### src/rtl/srlatch_pkg.sv
// Shared types and S/R encoding helpers for the SR latch bank writer.
package srlatch_pkg;

  localparam int unsigned SR_WIDTH_DEFAULT = 4;

  typedef enum logic [2:0] {IDLE, SETUP, PULSE, HOLD, GAP} sr_wr_state_t;

  // One bit: {S,R}. Masked-off bits hold (S=R=1); S=R=0 is never produced.
  function automatic logic [1:0] sr_encode_bit(input logic data, input logic mask);
    logic [1:0] sr;
    if (!mask)     sr = 2'b11;
    else if (data) sr = 2'b10;
    else           sr = 2'b01;
    return sr;
  endfunction

  // Whole default-width word: returns {S,R}.
  function automatic logic [2*SR_WIDTH_DEFAULT-1:0] sr_encode(
    input logic [SR_WIDTH_DEFAULT-1:0] data,
    input logic [SR_WIDTH_DEFAULT-1:0] mask
  );
    logic [SR_WIDTH_DEFAULT-1:0] s;
    logic [SR_WIDTH_DEFAULT-1:0] r;
    for (int i = 0; i < int'(SR_WIDTH_DEFAULT); i++) begin
      {s[i], r[i]} = sr_encode_bit(data[i], mask[i]);
    end
    return {s, r};
  endfunction

endpackage

### src/rtl/sr_phase_timer.sv
// Loadable down-counter with terminal-count flag; times PULSE and GAP phases.
module sr_phase_timer #(
  parameter int unsigned CNT_W = 2
) (
  input  logic             clk,
  input  logic             rst,
  input  logic             i_load,
  input  logic [CNT_W-1:0] i_load_val,
  input  logic             i_dec,
  output logic             o_tc_c
);

  logic [CNT_W-1:0] r_cnt;

  // Reload on phase entry, count down, saturate at zero.
  always_ff @(posedge clk) begin
    if (rst) begin
      r_cnt <= '0;
    end else if (i_load) begin
      r_cnt <= i_load_val;
    end else if (i_dec && (r_cnt != '0)) begin
      r_cnt <= r_cnt - CNT_W'(1);
    end
  end

  assign o_tc_c = (r_cnt == '0);

endmodule

### src/rtl/srlatch_4_writer.sv
// Sequencer turning masked write requests into safe S/R/En waveforms for the SR latch bank.
module srlatch_4_writer
  import srlatch_pkg::*;
#(
  parameter int WIDTH     = int'(SR_WIDTH_DEFAULT),
  parameter int PULSE_CYC = 2,
  parameter int GAP_CYC   = 1
) (
  input  logic             clk,
  input  logic             rst,
  input  logic             in_valid,
  output logic             in_ready,
  input  logic [WIDTH-1:0] in_data,
  input  logic [WIDTH-1:0] in_mask,
  input  logic             clr,
  output logic [WIDTH-1:0] S,
  output logic [WIDTH-1:0] R,
  output logic             En,
  output logic             busy,
  output logic             done
);

  localparam int          MAX_CYC    = (PULSE_CYC > GAP_CYC) ? PULSE_CYC : GAP_CYC;
  localparam int unsigned CNT_W      = $clog2(MAX_CYC + 1);
  localparam logic [CNT_W-1:0] PULSE_LOAD = CNT_W'(PULSE_CYC - 1);
  localparam logic [CNT_W-1:0] GAP_LOAD   = (GAP_CYC > 0) ? CNT_W'(GAP_CYC - 1) : '0;

  if (PULSE_CYC < 1) begin : g_bad_pulse
    $error("srlatch_4_writer: PULSE_CYC must be >= 1");
  end
  if (GAP_CYC < 0) begin : g_bad_gap
    $error("srlatch_4_writer: GAP_CYC must be >= 0");
  end

  sr_wr_state_t     r_state;
  logic [WIDTH-1:0] r_s;
  logic [WIDTH-1:0] r_r;
  logic             r_en;
  logic             r_done;
  logic             r_clr_pending;

  sr_wr_state_t     w_state_nxt;
  logic [WIDTH-1:0] w_s_nxt;
  logic [WIDTH-1:0] w_r_nxt;
  logic             w_en_nxt;
  logic             w_done_nxt;
  logic             w_clr_pend_nxt;
  logic             w_take_clr;
  logic [WIDTH-1:0] w_wr_data;
  logic [WIDTH-1:0] w_wr_mask;
  logic [WIDTH-1:0] w_enc_s;
  logic [WIDTH-1:0] w_enc_r;
  logic             w_tmr_load;
  logic [CNT_W-1:0] w_tmr_val;
  logic             w_tmr_dec;
  logic             w_tmr_tc;

  sr_phase_timer #(.CNT_W(CNT_W)) u_timer (
    .clk        (clk),
    .rst        (rst),
    .i_load     (w_tmr_load),
    .i_load_val (w_tmr_val),
    .i_dec      (w_tmr_dec),
    .o_tc_c     (w_tmr_tc)
  );

  // Pending clears win over new writes; a clear is data=0 with every bit enabled.
  assign w_take_clr = clr | r_clr_pending;
  assign w_wr_data  = w_take_clr ? '0 : in_data;
  assign w_wr_mask  = w_take_clr ? '1 : in_mask;

  // Per-bit S/R pattern for the request being accepted.
  always_comb begin
    w_enc_s = '1;
    w_enc_r = '1;
    for (int i = 0; i < WIDTH; i++) begin
      {w_enc_s[i], w_enc_r[i]} = sr_encode_bit(w_wr_data[i], w_wr_mask[i]);
    end
  end

  // Next-state and registered-output values.
  always_comb begin
    w_state_nxt    = r_state;
    w_s_nxt        = r_s;
    w_r_nxt        = r_r;
    w_en_nxt       = 1'b0;
    w_done_nxt     = 1'b0;
    w_clr_pend_nxt = r_clr_pending;
    w_tmr_load     = 1'b0;
    w_tmr_val      = '0;
    w_tmr_dec      = 1'b0;

    if (clr && (r_state != IDLE)) begin
      w_clr_pend_nxt = 1'b1;
    end

    case (r_state)
      IDLE: begin
        w_s_nxt = '1;
        w_r_nxt = '1;
        if (w_take_clr || in_valid) begin
          w_s_nxt        = w_enc_s;
          w_r_nxt        = w_enc_r;
          w_clr_pend_nxt = 1'b0;
          w_state_nxt    = SETUP;
        end
      end
      SETUP: begin
        w_en_nxt    = 1'b1;
        w_tmr_load  = 1'b1;
        w_tmr_val   = PULSE_LOAD;
        w_state_nxt = PULSE;
      end
      PULSE: begin
        if (w_tmr_tc) begin
          w_done_nxt  = 1'b1;
          w_state_nxt = HOLD;
        end else begin
          w_en_nxt  = 1'b1;
          w_tmr_dec = 1'b1;
        end
      end
      HOLD: begin
        w_s_nxt = '1;
        w_r_nxt = '1;
        if (GAP_CYC == 0) begin
          w_state_nxt = IDLE;
        end else begin
          w_tmr_load  = 1'b1;
          w_tmr_val   = GAP_LOAD;
          w_state_nxt = GAP;
        end
      end
      GAP: begin
        if (w_tmr_tc) begin
          w_state_nxt = IDLE;
        end else begin
          w_tmr_dec = 1'b1;
        end
      end
      default: begin
        w_s_nxt     = '1;
        w_r_nxt     = '1;
        w_state_nxt = IDLE;
      end
    endcase
  end

  // State and output registers; reset returns to the idle hold encoding.
  always_ff @(posedge clk) begin
    if (rst) begin
      r_state       <= IDLE;
      r_s           <= '1;
      r_r           <= '1;
      r_en          <= 1'b0;
      r_done        <= 1'b0;
      r_clr_pending <= 1'b0;
    end else begin
      r_state       <= w_state_nxt;
      r_s           <= w_s_nxt;
      r_r           <= w_r_nxt;
      r_en          <= w_en_nxt;
      r_done        <= w_done_nxt;
      r_clr_pending <= w_clr_pend_nxt;
    end
  end

  assign in_ready = (r_state == IDLE) & ~rst;
  assign busy     = (r_state != IDLE);
  assign S        = r_s;
  assign R        = r_r;
  assign En       = r_en;
  assign done     = r_done;

endmodule

### config.mk
export PLATFORM = sky130hd
export DESIGN_NAME = srlatch_4_writer
export DESIGN_NICKNAME = d
export VERILOG_FILES = /design/src/rtl/srlatch_pkg.sv /design/src/rtl/sr_phase_timer.sv /design/src/rtl/srlatch_4_writer.sv
export SDC_FILE = /design/constraint.sdc
export NUM_CORES = 1
export LEC_CHECK = 0
export ABC_AREA = 1
export CORE_MARGIN = 1
export CORE_UTILIZATION = 42
export DETAILED_ROUTE_END_ITERATION = 12
export PLACE_DENSITY = 0.7
export SYNTH_ARGS = -nofsm -noshare
export SYNTH_HDL_FRONTEND = slang
export SYNTH_SLANG_ARGS = --single-unit
### constraint.sdc
create_clock -name clk -period 1.48 [get_ports clk]
set_input_delay 0.148 -clock clk [delete_from_list [all_inputs] [get_ports clk]]
set_output_delay 0.148 -clock clk [all_outputs]
set_load 0.005 [all_outputs]
==> results.ini, run 1 <==
[sta]
relSlewSlack=0.890
setup_viol=0
worst_slack_ns=0.133
worst_pin_slew_ns=0.164
finalClockSkew_ns=0.00469
max_freq_ghz=0.743
min_period_ns=1.35
whs_ns=0.468
drv_slew=0
rsz0062_at_grt=false
setup_tns_ns=0
fin_crit_sh=0.910
finalHoldViolCount=0

[clock_network]
cts.reportedPaths.clkPinSlew_ns=0.08
clock-sinks=16
cts_buffers=3
cts_tree=built
postCtsSetupBuffers=0
clk_path_buf_depth=2
insertion_delay_ns=0.27
htree_levels=1
cts-root-buf=clkbuf_4

[placed_design]
hpwl_mm=1.33
dpl-instance-area_um2=1050
routabilityCongestion=0.766
portBuffers=23
place_ws_ns=0.104
dp.cells=156

[power]
finalPower_mw=1.26
power_density_nw_per_um2=1180
total_leakage_power_nw=0.482
ir_drop_uv=595

[critical_path]
reg2reg_slack_ns=0.21
path_cells=nor2_2 -> inv_2 -> nor2_4 -> inv_1 -> dlygate4sd2_1
cp.required_ns=1.33
slowest_stage=dfxtp_1
crit_start=r_state[2]
cp.depth=5
regToRegStartpoint=r_state[1]
crit_type=reg2out
rr_endpoint=S[2]
critPathTopFamily=buffers and inverters
cp-endpoint=busy
cp_num_buf_inv=3
arrival_ns=1.20
worst_r2r_path_depth=6
cp-end-kind=output pin
cp_max_fo=3
max_stage_delay_ns=0.33
worst_setup_path_start_kind=register

[route]
antenna_left=0
drtIter0Drc=8
drt_pass1_iterations=4
wl_mm=1.61
via_per_inst=4.72
route.detailed.drc=0
wl_per_cell_um=10.1
vias=750

[layout]
final_cell_mix=clkdlybuf4s50_1, dfxtp_1, inv_1, nand2_1, a21oi_1
layout_commonest_cell=clkdlybuf4s50_1
antennaDiodeCount=0
instances_no_fill=159
finish.utilization=0.626
area_growth_pct=40.4
drive_above_1_share=0.157
fin_nets=149
fin_area_um2=1070

[grt]
grt_pass1_wl_mm=2.85
grt_max_degree=15
grt_pass1_vias=694
antenna_found_initial=0
grt_usage=0.198
overflow=0

[logic_synthesis]
yosys.area.top_type_share=0.420
syn-cell-area_um2=762
synth_nets=117
synth_cell_types=22
synth-seq-cells=16
avgSynthCellArea_um2=7.33
yosysSeqAreaShare=0.420
netlist_instances=104
synthTopCellsByArea=dfxtp_1, a21oi_1, inv_1
synth_top_area_cell=dfxtp_1
yosys_warnings=0

[die]
ios=24
die-area_um2=1990
initial_core_util=0.446
die_h_um=44.6
rows=15
core_area_um2=1710
die_w_um=44.6

[outcome]
status=finished clean

[worst_hold_path]
hp-class=reg2reg

[job]
drv_cap=0

[report_power, final]
group,leakage (nW),switching (mW),internal [mW]
logic,0.336,0.260,0.247
registers,0.132,0.0370,0.504
clock network,0.0138,0.119,0.0941
[area by class of cell]
class / instances / area [um^2]
Sequential cell: 16 / 320
Clock buffer: 3 / 22.5
Multi-Input combinational cell: 68 / 357
Tap cell: 25 / 31.3
Timing Repair Buffer: 29 / 269
Inverter: 18 / 70.1
Fill cell: 151 / 638
[cell families (layout without fill, tap and decap cells)]
kind of cell / count (synthesis) / count (layout) / synth area share
buf+inv: 20 / 50 / 0.112
compound gates: 25 / 25 / 0.176
simple gates: 42 / 42 / 0.276
fa+ha+maj: 1 / 1 / 0.0164
flops: 16 / 16 / 0.420
[synthesized netlist by cell type, drive strengths merged]
cell,instances
inv,18
nor3,2
nor2,10
o21ai,9
a21boi,1
nand3,10
nand2,19
clkbuf,1
o211ai,1
dfxtp,16
ha,1
buf,1
nand4,1
a21oi,14
[timing repair]
item / in CTS / in global routing
pin swaps: 1 / 1
gates resized for setup: 2 / 2
hold buffers: 0 / 0
endpoints found under the setup margin: 2 / 1
[worst reg2reg max path: cells and delay by family (launching register included)]
| family | cells | cell delay, ns |
|---|---|---|
| AND/OR/NAND/NOR | 4 | 0.41 |
| flip-flops | 1 | 0.38 |
| AO/OA/AOI/OAI | 1 | 0.20 |
| buffers and inverters | 1 | 0.18 |
[layer usage]
layer  global-route usage  wire (um)  vias up
met5                    0          0        -
met4               0.0909         12        0
met3               0.0449         74        2
met2                0.332        817       18
met1                0.239        705      333
li1                     -          -      397
[sequential cells by signal, indices dropped and copies added, names as in the netlist]
register	count
En	1
R	4
S	4
done	1
r_clr_pending	1
r_state	3
u_timer.r_cnt	2
[worst min-delay path by stage]
stage,endpoint,cells past startpoint,from,slack (ns)
finish,R[2],2,R[2],0.47
global route,R[2],2,R[2],0.49
CTS,R[2],2,R[2],0.48
detailed placement,R[1],2,R[1],0.46
global placement,R[2],2,R[2],0.44
floorplan,r_state[1],1,rst,0.21
Note: power is estimated with default switching activity, not from simulation.
==> inputs of run 2 (changes only) <==
TNS_END_PERCENT = 30   (was unset)
==> results of run 2 <==
No change in the layout: final DEF, timing and power equal those of run 1.
